===== config.mk =====
export PLATFORM = sky130hd
export DESIGN_NAME = rtc_counter
export DESIGN_NICKNAME = d
export VERILOG_FILES = /design/src/rtl/rtc_counter.sv
export SDC_FILE = /design/constraint.sdc
export NUM_CORES = 1
export LEC_CHECK = 0
export BUFFER_PORTS_ARGS = -buffer_cell sky130_fd_sc_hd__buf_4
export CORE_AREA = 2 2 108 110
export CTS_BUF_LIST = sky130_fd_sc_hd__clkbuf_4 sky130_fd_sc_hd__clkbuf_8
export CTS_CLUSTER_SIZE = 20
export DETAILED_ROUTE_END_ITERATION = 7
export DIE_AREA = 0 0 110 112
export HOLD_SLACK_MARGIN = 0.02
export PLACE_DENSITY = 0.78
export SETUP_SLACK_MARGIN = 0.1
export SLEW_MARGIN = 20
export SYNTH_ARGS = -nofsm -noshare
export SYNTH_HDL_FRONTEND = slang
export SYNTH_SLANG_ARGS = --single-unit

===== constraint.sdc =====
create_clock -name clk -period 3.1 [get_ports clk]
set_input_delay 0.62 -clock clk [delete_from_list [all_inputs] [get_ports clk]]
set_output_delay 0.62 -clock clk [all_outputs]
set_load 0.02 [all_outputs]

===== src/rtl/rtc_counter.sv =====
// Real-time seconds counter on the register bus: prescaled tick counting,
// atomic multi-byte snapshot reads, staged preset, alarm/irq and overflow flag.
module rtc_counter #(
  parameter logic [23:0] BASE_ADDR     = 24'h2008,
  parameter int          CNT_BYTES     = 3,
  parameter int          PRESCALE_BITS = 15
) (
  input  logic        clk,
  input  logic        reset,
  input  logic        tick_ce,
  input  logic        bus_write,
  input  logic        bus_read,
  input  logic [23:0] bus_address_in,
  input  logic [7:0]  bus_data_in,
  output logic [7:0]  bus_data_out,
  output logic        irq
);

  localparam int CW = 8 * CNT_BYTES;

  logic [23:0]              offset;
  logic [CW-1:0]            counter;
  logic [CW-1:0]            cnt_next;
  logic [CW-1:0]            alarm;
  logic [CW-1:0]            preset_val;
  logic [CW-1:0]            cnt_view;
  logic [PRESCALE_BITS-1:0] prescaler;
  logic                     enable;
  logic                     irq_en;
  logic                     alarm_flag;
  logic                     ovf_flag;

  logic ctrl_wr;
  logic clear_stb;
  logic commit;
  logic snap;
  logic tick_inc;
  logic inc;
  logic alarm_set;
  logic ovf_set;

  // Addresses below BASE wrap to huge offsets and decode as unmapped.
  assign offset    = bus_address_in - BASE_ADDR;
  assign ctrl_wr   = bus_write && (offset == 24'd0);
  assign clear_stb = ctrl_wr && bus_data_in[1];
  assign commit    = bus_write && (offset == 24'(CNT_BYTES));
  assign snap      = bus_read && (offset == 24'd1);

  assign cnt_next  = counter + CW'(1);
  assign tick_inc  = enable && tick_ce;
  // Clear and preset commit own the counter on their edge; the tick is dropped.
  assign inc       = tick_inc && (&prescaler) && !clear_stb && !commit;
  assign alarm_set = inc && (cnt_next == alarm);
  assign ovf_set   = inc && (&counter);

  // Staging holds only the lower bytes; the top byte arrives with the commit write.
  generate
    if (CNT_BYTES > 1) begin : g_multi
      logic [CW-9:0] staging;
      logic [CW-9:0] shadow;

      always_ff @(posedge clk) begin
        if (reset) begin
          staging <= '0;
          shadow  <= '0;
        end else begin
          for (int b = 0; b < CNT_BYTES - 1; b++)
            if (bus_write && offset == 24'(b + 1))
              staging[8*b +: 8] <= bus_data_in;
          if (snap)
            shadow <= counter[CW-1:8];
        end
      end

      assign preset_val = {bus_data_in, staging};
      assign cnt_view   = {shadow, counter[7:0]};
    end else begin : g_single
      assign preset_val = bus_data_in;
      assign cnt_view   = counter;
    end
  endgenerate

  always_ff @(posedge clk) begin
    if (reset) begin
      counter   <= '0;
      prescaler <= '0;
    end else if (clear_stb) begin
      counter   <= '0;
      prescaler <= '0;
    end else if (commit) begin
      counter   <= preset_val;
      prescaler <= '0;
    end else if (tick_inc) begin
      prescaler <= prescaler + PRESCALE_BITS'(1);
      if (&prescaler)
        counter <= cnt_next;
    end
  end

  // Flag sets win over a write-1-clear landing on the same edge.
  always_ff @(posedge clk) begin
    if (reset) begin
      enable     <= 1'b0;
      irq_en     <= 1'b0;
      alarm_flag <= 1'b0;
      ovf_flag   <= 1'b0;
      irq        <= 1'b0;
    end else begin
      if (ctrl_wr) begin
        enable <= bus_data_in[0];
        irq_en <= bus_data_in[2];
      end
      alarm_flag <= alarm_set || (alarm_flag && !(ctrl_wr && bus_data_in[3]));
      ovf_flag   <= ovf_set   || (ovf_flag   && !(ctrl_wr && bus_data_in[4]));
      irq        <= alarm_flag && irq_en;
    end
  end

  always_ff @(posedge clk) begin
    if (reset) begin
      alarm <= '0;
    end else begin
      for (int b = 0; b < CNT_BYTES; b++)
        if (bus_write && offset == 24'(CNT_BYTES + 1 + b))
          alarm[8*b +: 8] <= bus_data_in;
    end
  end

  always_comb begin
    bus_data_out = 8'h00;
    if (offset == 24'd0)
      bus_data_out = {3'b000, ovf_flag, alarm_flag, irq_en, 1'b0, enable};
    for (int b = 0; b < CNT_BYTES; b++) begin
      if (offset == 24'(b + 1))
        bus_data_out = cnt_view[8*b +: 8];
      if (offset == 24'(CNT_BYTES + 1 + b))
        bus_data_out = alarm[8*b +: 8];
    end
  end

endmodule


==> run_results.csv <==
group,metric,value,unit
synth,synth_edf_count,0,
detailed_routing,wirelength,20100,um
sta,fin_crit,3.40,ns
synth,synth-simple-area-share,27.7,%
synth,synth_common_cells,"100 x dfxtp_1, 94 x nand2_1, 58 x nor2_1",
global_routing,grt_overflow_total,0,
worst_setup_path,crit_arrival,2.78,ns
run_status,status,"finished with violations",
clock_tree,numCtsBuffers,9,
die,num_io_pins,46,
worst_setup_path,cp_cell_sequence,"buf_6, or4_4, o211ai_1, o31ai_2, nor2_1, nand4_1, nand3b_1, buf_4, buf_6, nor2_4, buf_6",
layout,diodes,0,
worst_setup_path,path_buf_inv,4,
sta,setup_ws,-0.299,ns
run,drv_cap,0,
synth,synth.most_common_cell,"dfxtp_1",
synth,synth_top_area_share,31.9,%
synth,syn_area,6280,um^2
global_routing,grt_pass1_vias,6184,
worst_setup_path,crit_path_frequent_cell,"buf_6",
global_routing,antenna_found_initial,1,
detailed_routing,final_antenna_net_count,0,
layout,fin_util,67.6,%
layout,fill_cells,873,
sta,hold_viol_final,0,
placement,dp_worst_setup_slack,-0.341,ns
synth,ys_warn_count,0,
detailed_routing,vias_per_cell,6.47,
worst_setup_path,r2r_start,"counter[1]",
die,start_util,56.2,%
hold_path,min_to,"g_multi.staging[3]",
detailed_routing,drcViolationCount,0,
synth,syn-num-nets,791,
hold_path,hold_path_startpoint,"g_multi.staging[3]",
worst_setup_path,crit_path_max_fanout,5,
global_routing,met2_usage,53.3,%
synth,syn_inst,751,
hold_path,holdPathStages,2,
pwr,p_leak,3.34,nW
worst_setup_path,crit_path_start_kind,"primary input",
synth,synth_top_family_by_area,"simple AND/OR/NAND/NOR gates",
sta,fmax,294,MHz
pwr,power_density,316,nW/um^2
synth,synth_cell_types,71,
sta,tightest_slew,0.683,ns
worst_setup_path,path_class,"primary input to output pin",
layout,seqCellArea,2000,um^2
sta,fin_tns_setup,-2.29,ns
pwr,ir_drop,0.333,mV
layout,multi_input_area,4080,um^2
synth,ys_ff_latch,100,
placement,place.gp.congestion,0.949,
sta,finalCritPeriodShare,110,%
worst_setup_path,reg2reg_to,"counter[20]",
worst_setup_path,slowest_delay,0.58,ns
sta,slew_headroom,54.5,%
synth,muxShareOfSynthArea,10.1,%
die,dieArea,12300,um^2
detailed_routing,via_count,6297,
layout,layout-drive-gt1-share,21.4,%
global_routing,grt_pass1_wl,32300,um
detailed_routing,drt-pass1-iter-count,6,
layout,nNetsFinal,867,
run_status,violations,"negative setup slack",
sta,rsz0062_at_grt,"true",
worst_setup_path,reg2reg_slack,0.56,ns
clock_tree,cts_tree,"done",
layout,area_growth,20.2,%
synth,synth-main-ff-cell,"dfxtp_1",
worst_setup_path,reg2reg_depth,9,
hold_path,hold_path.class,"flop to flop",
detailed_routing,wl_per_cell,20.7,um
synth,async_reset_ff_share,0,%
clock_tree,clkSinkCount,100,
synth,synth_area_leaders,"dfxtp_1 32%, mux2i_1 8.4%, nand2_1 5.6%",
sta,maxSlewViolCount,0,
pwr,p_total,0.00238,W
global_routing,grtUsageMet3,6.97,%
die,coreArea,11200,um^2
global_routing,grt_use_total,33.7,%
die,fp.dieH,112,um
global_routing,use_met1,44.2,%
synth,synth_compound_area_share,15.9,%
synth,syn_avg_cell_area,8.37,um^2
die,die_w,110,um
global_routing,grt_start_max_net_pins,50,
synth,yosysTopAreaCell,"dfxtp_1",
placement,io_buffers,45,
synth,synthAdderAreaFrac,0.597,%
sta,finalClockSkew,0.0108,ns
global_routing,grt_busiest_layer,"met2",
sta,setup_viol,8,
clock_tree,cts-root-buf,"clkbuf_8",
clock_tree,htree_levels,3,
placement,hpwl,14000,um
clock_tree,clk_pin_slew,0.10,ns
sta,holdWs,0.468,ns
detailed_routing,drtIter0Drc,597,
clock_tree,clock_path_buffers,2,
worst_setup_path,cp_slowest_cell,"or4_4",
die,row_count,39,
clock_tree,clock_latency,0.39,ns
worst_setup_path,critPathTopFamily,"simple AND/OR/NAND/NOR gates",
worst_setup_path,cp_data_required_time,2.48,ns
worst_setup_path,end_kind,"output pin",
synth,synth-seq-area-share,31.9,%
synth,synth_xor_area_share,8.78,%
[metal layers]
layer / wire length [um] / up-vias
met5: 0 / -
li1: - / 2888
met4: 974 / 0
met1: 8070 / 2927
met2: 9240 / 387
met3: 1830 / 95
[tightest hold or removal path, stage by stage (launching register included)]
cell and delay (ns):
dfxtp_1 0.32, nand2_1 0.05, mux2i_1 0.05
[registers in the layout (all words and copies together), names as in the netlist]
| register | flops |
|---|---|
| alarm | 24 |
| counter | 24 |
| g_multi.staging | 16 |
| g_multi.shadow | 16 |
| enable | 1 |
| irq | 1 |
| irq_en | 1 |
| ovf_flag | 1 |
| alarm_flag | 1 |
| prescaler | 15 |
[final cells by class]
type / count / share of cell area (%)
Multi-Input combinational cell: 586 / 54.1
Sequential cell: 100 / 26.5
Timing Repair Buffer: 118 / 13.9
Tap cell: 143 / 2.37
Clock buffer: 11 / 1.84
Clock inverter: 4 / 0.680
Inverter: 12 / 0.597
[cell usage in the layout (no fill, tap or decap), types with 27 or more instances in the layout]
cell type and n:
nand4_1 37, mux2i_1 53, nand2_1 94, buf_4 97, xnor2_1 36, xor2_1 27
dfxtp_1 100, a21oi_1 29, nor2_1 56, nand3_1 27
[cell families after synthesis]
kind of cell | Yosys count
AOI/OAI and AO/OA | 138
xor gates and xnor gates | 63
adders and majority gates | 3
buffers and inverters | 65
DFF | 100
muxes | 61
and+or+nand+nor | 321
[worst max-delay path by stage]
stage,cells past startpoint,startpoint,endpoint
after floorplan,8,bus_address_in[3],bus_data_out[0]
after global placement,10,bus_address_in[6],bus_data_out[6]
after detailed placement,9,bus_address_in[6],bus_data_out[6]
after CTS,9,bus_address_in[9],bus_data_out[6]
after global routing,10,bus_address_in[17],bus_data_out[7]
final,11,bus_address_in[6],bus_data_out[4]
[report_power, final]
part	total [W]	leakage, nW	switching, W	internal (W)
combinational	0.000251	2.44	0.000151	0.000100
clock	0.000848	0.0962	0.000461	0.000387
sequential	0.00128	0.805	0.000000000112	0.00128
[timing repair]
item / 4_1_cts / 5_1_grt
pin swaps: 12 / 9
resized for setup: 37 / 14
hold buffers: 0 / 0
gates cloned: 0 / 1
setup buffers: 16 / 1
setup endpoints to repair: 8 / 24
[stage by stage]
step	area, um^2	cells
after floorplan	6320	751
after global placement	7090	946
after detailed placement	7090	946
after CTS	7490	977
after global routing	7550	974
final	7550	974
Power figures use the tool's default switching activity.
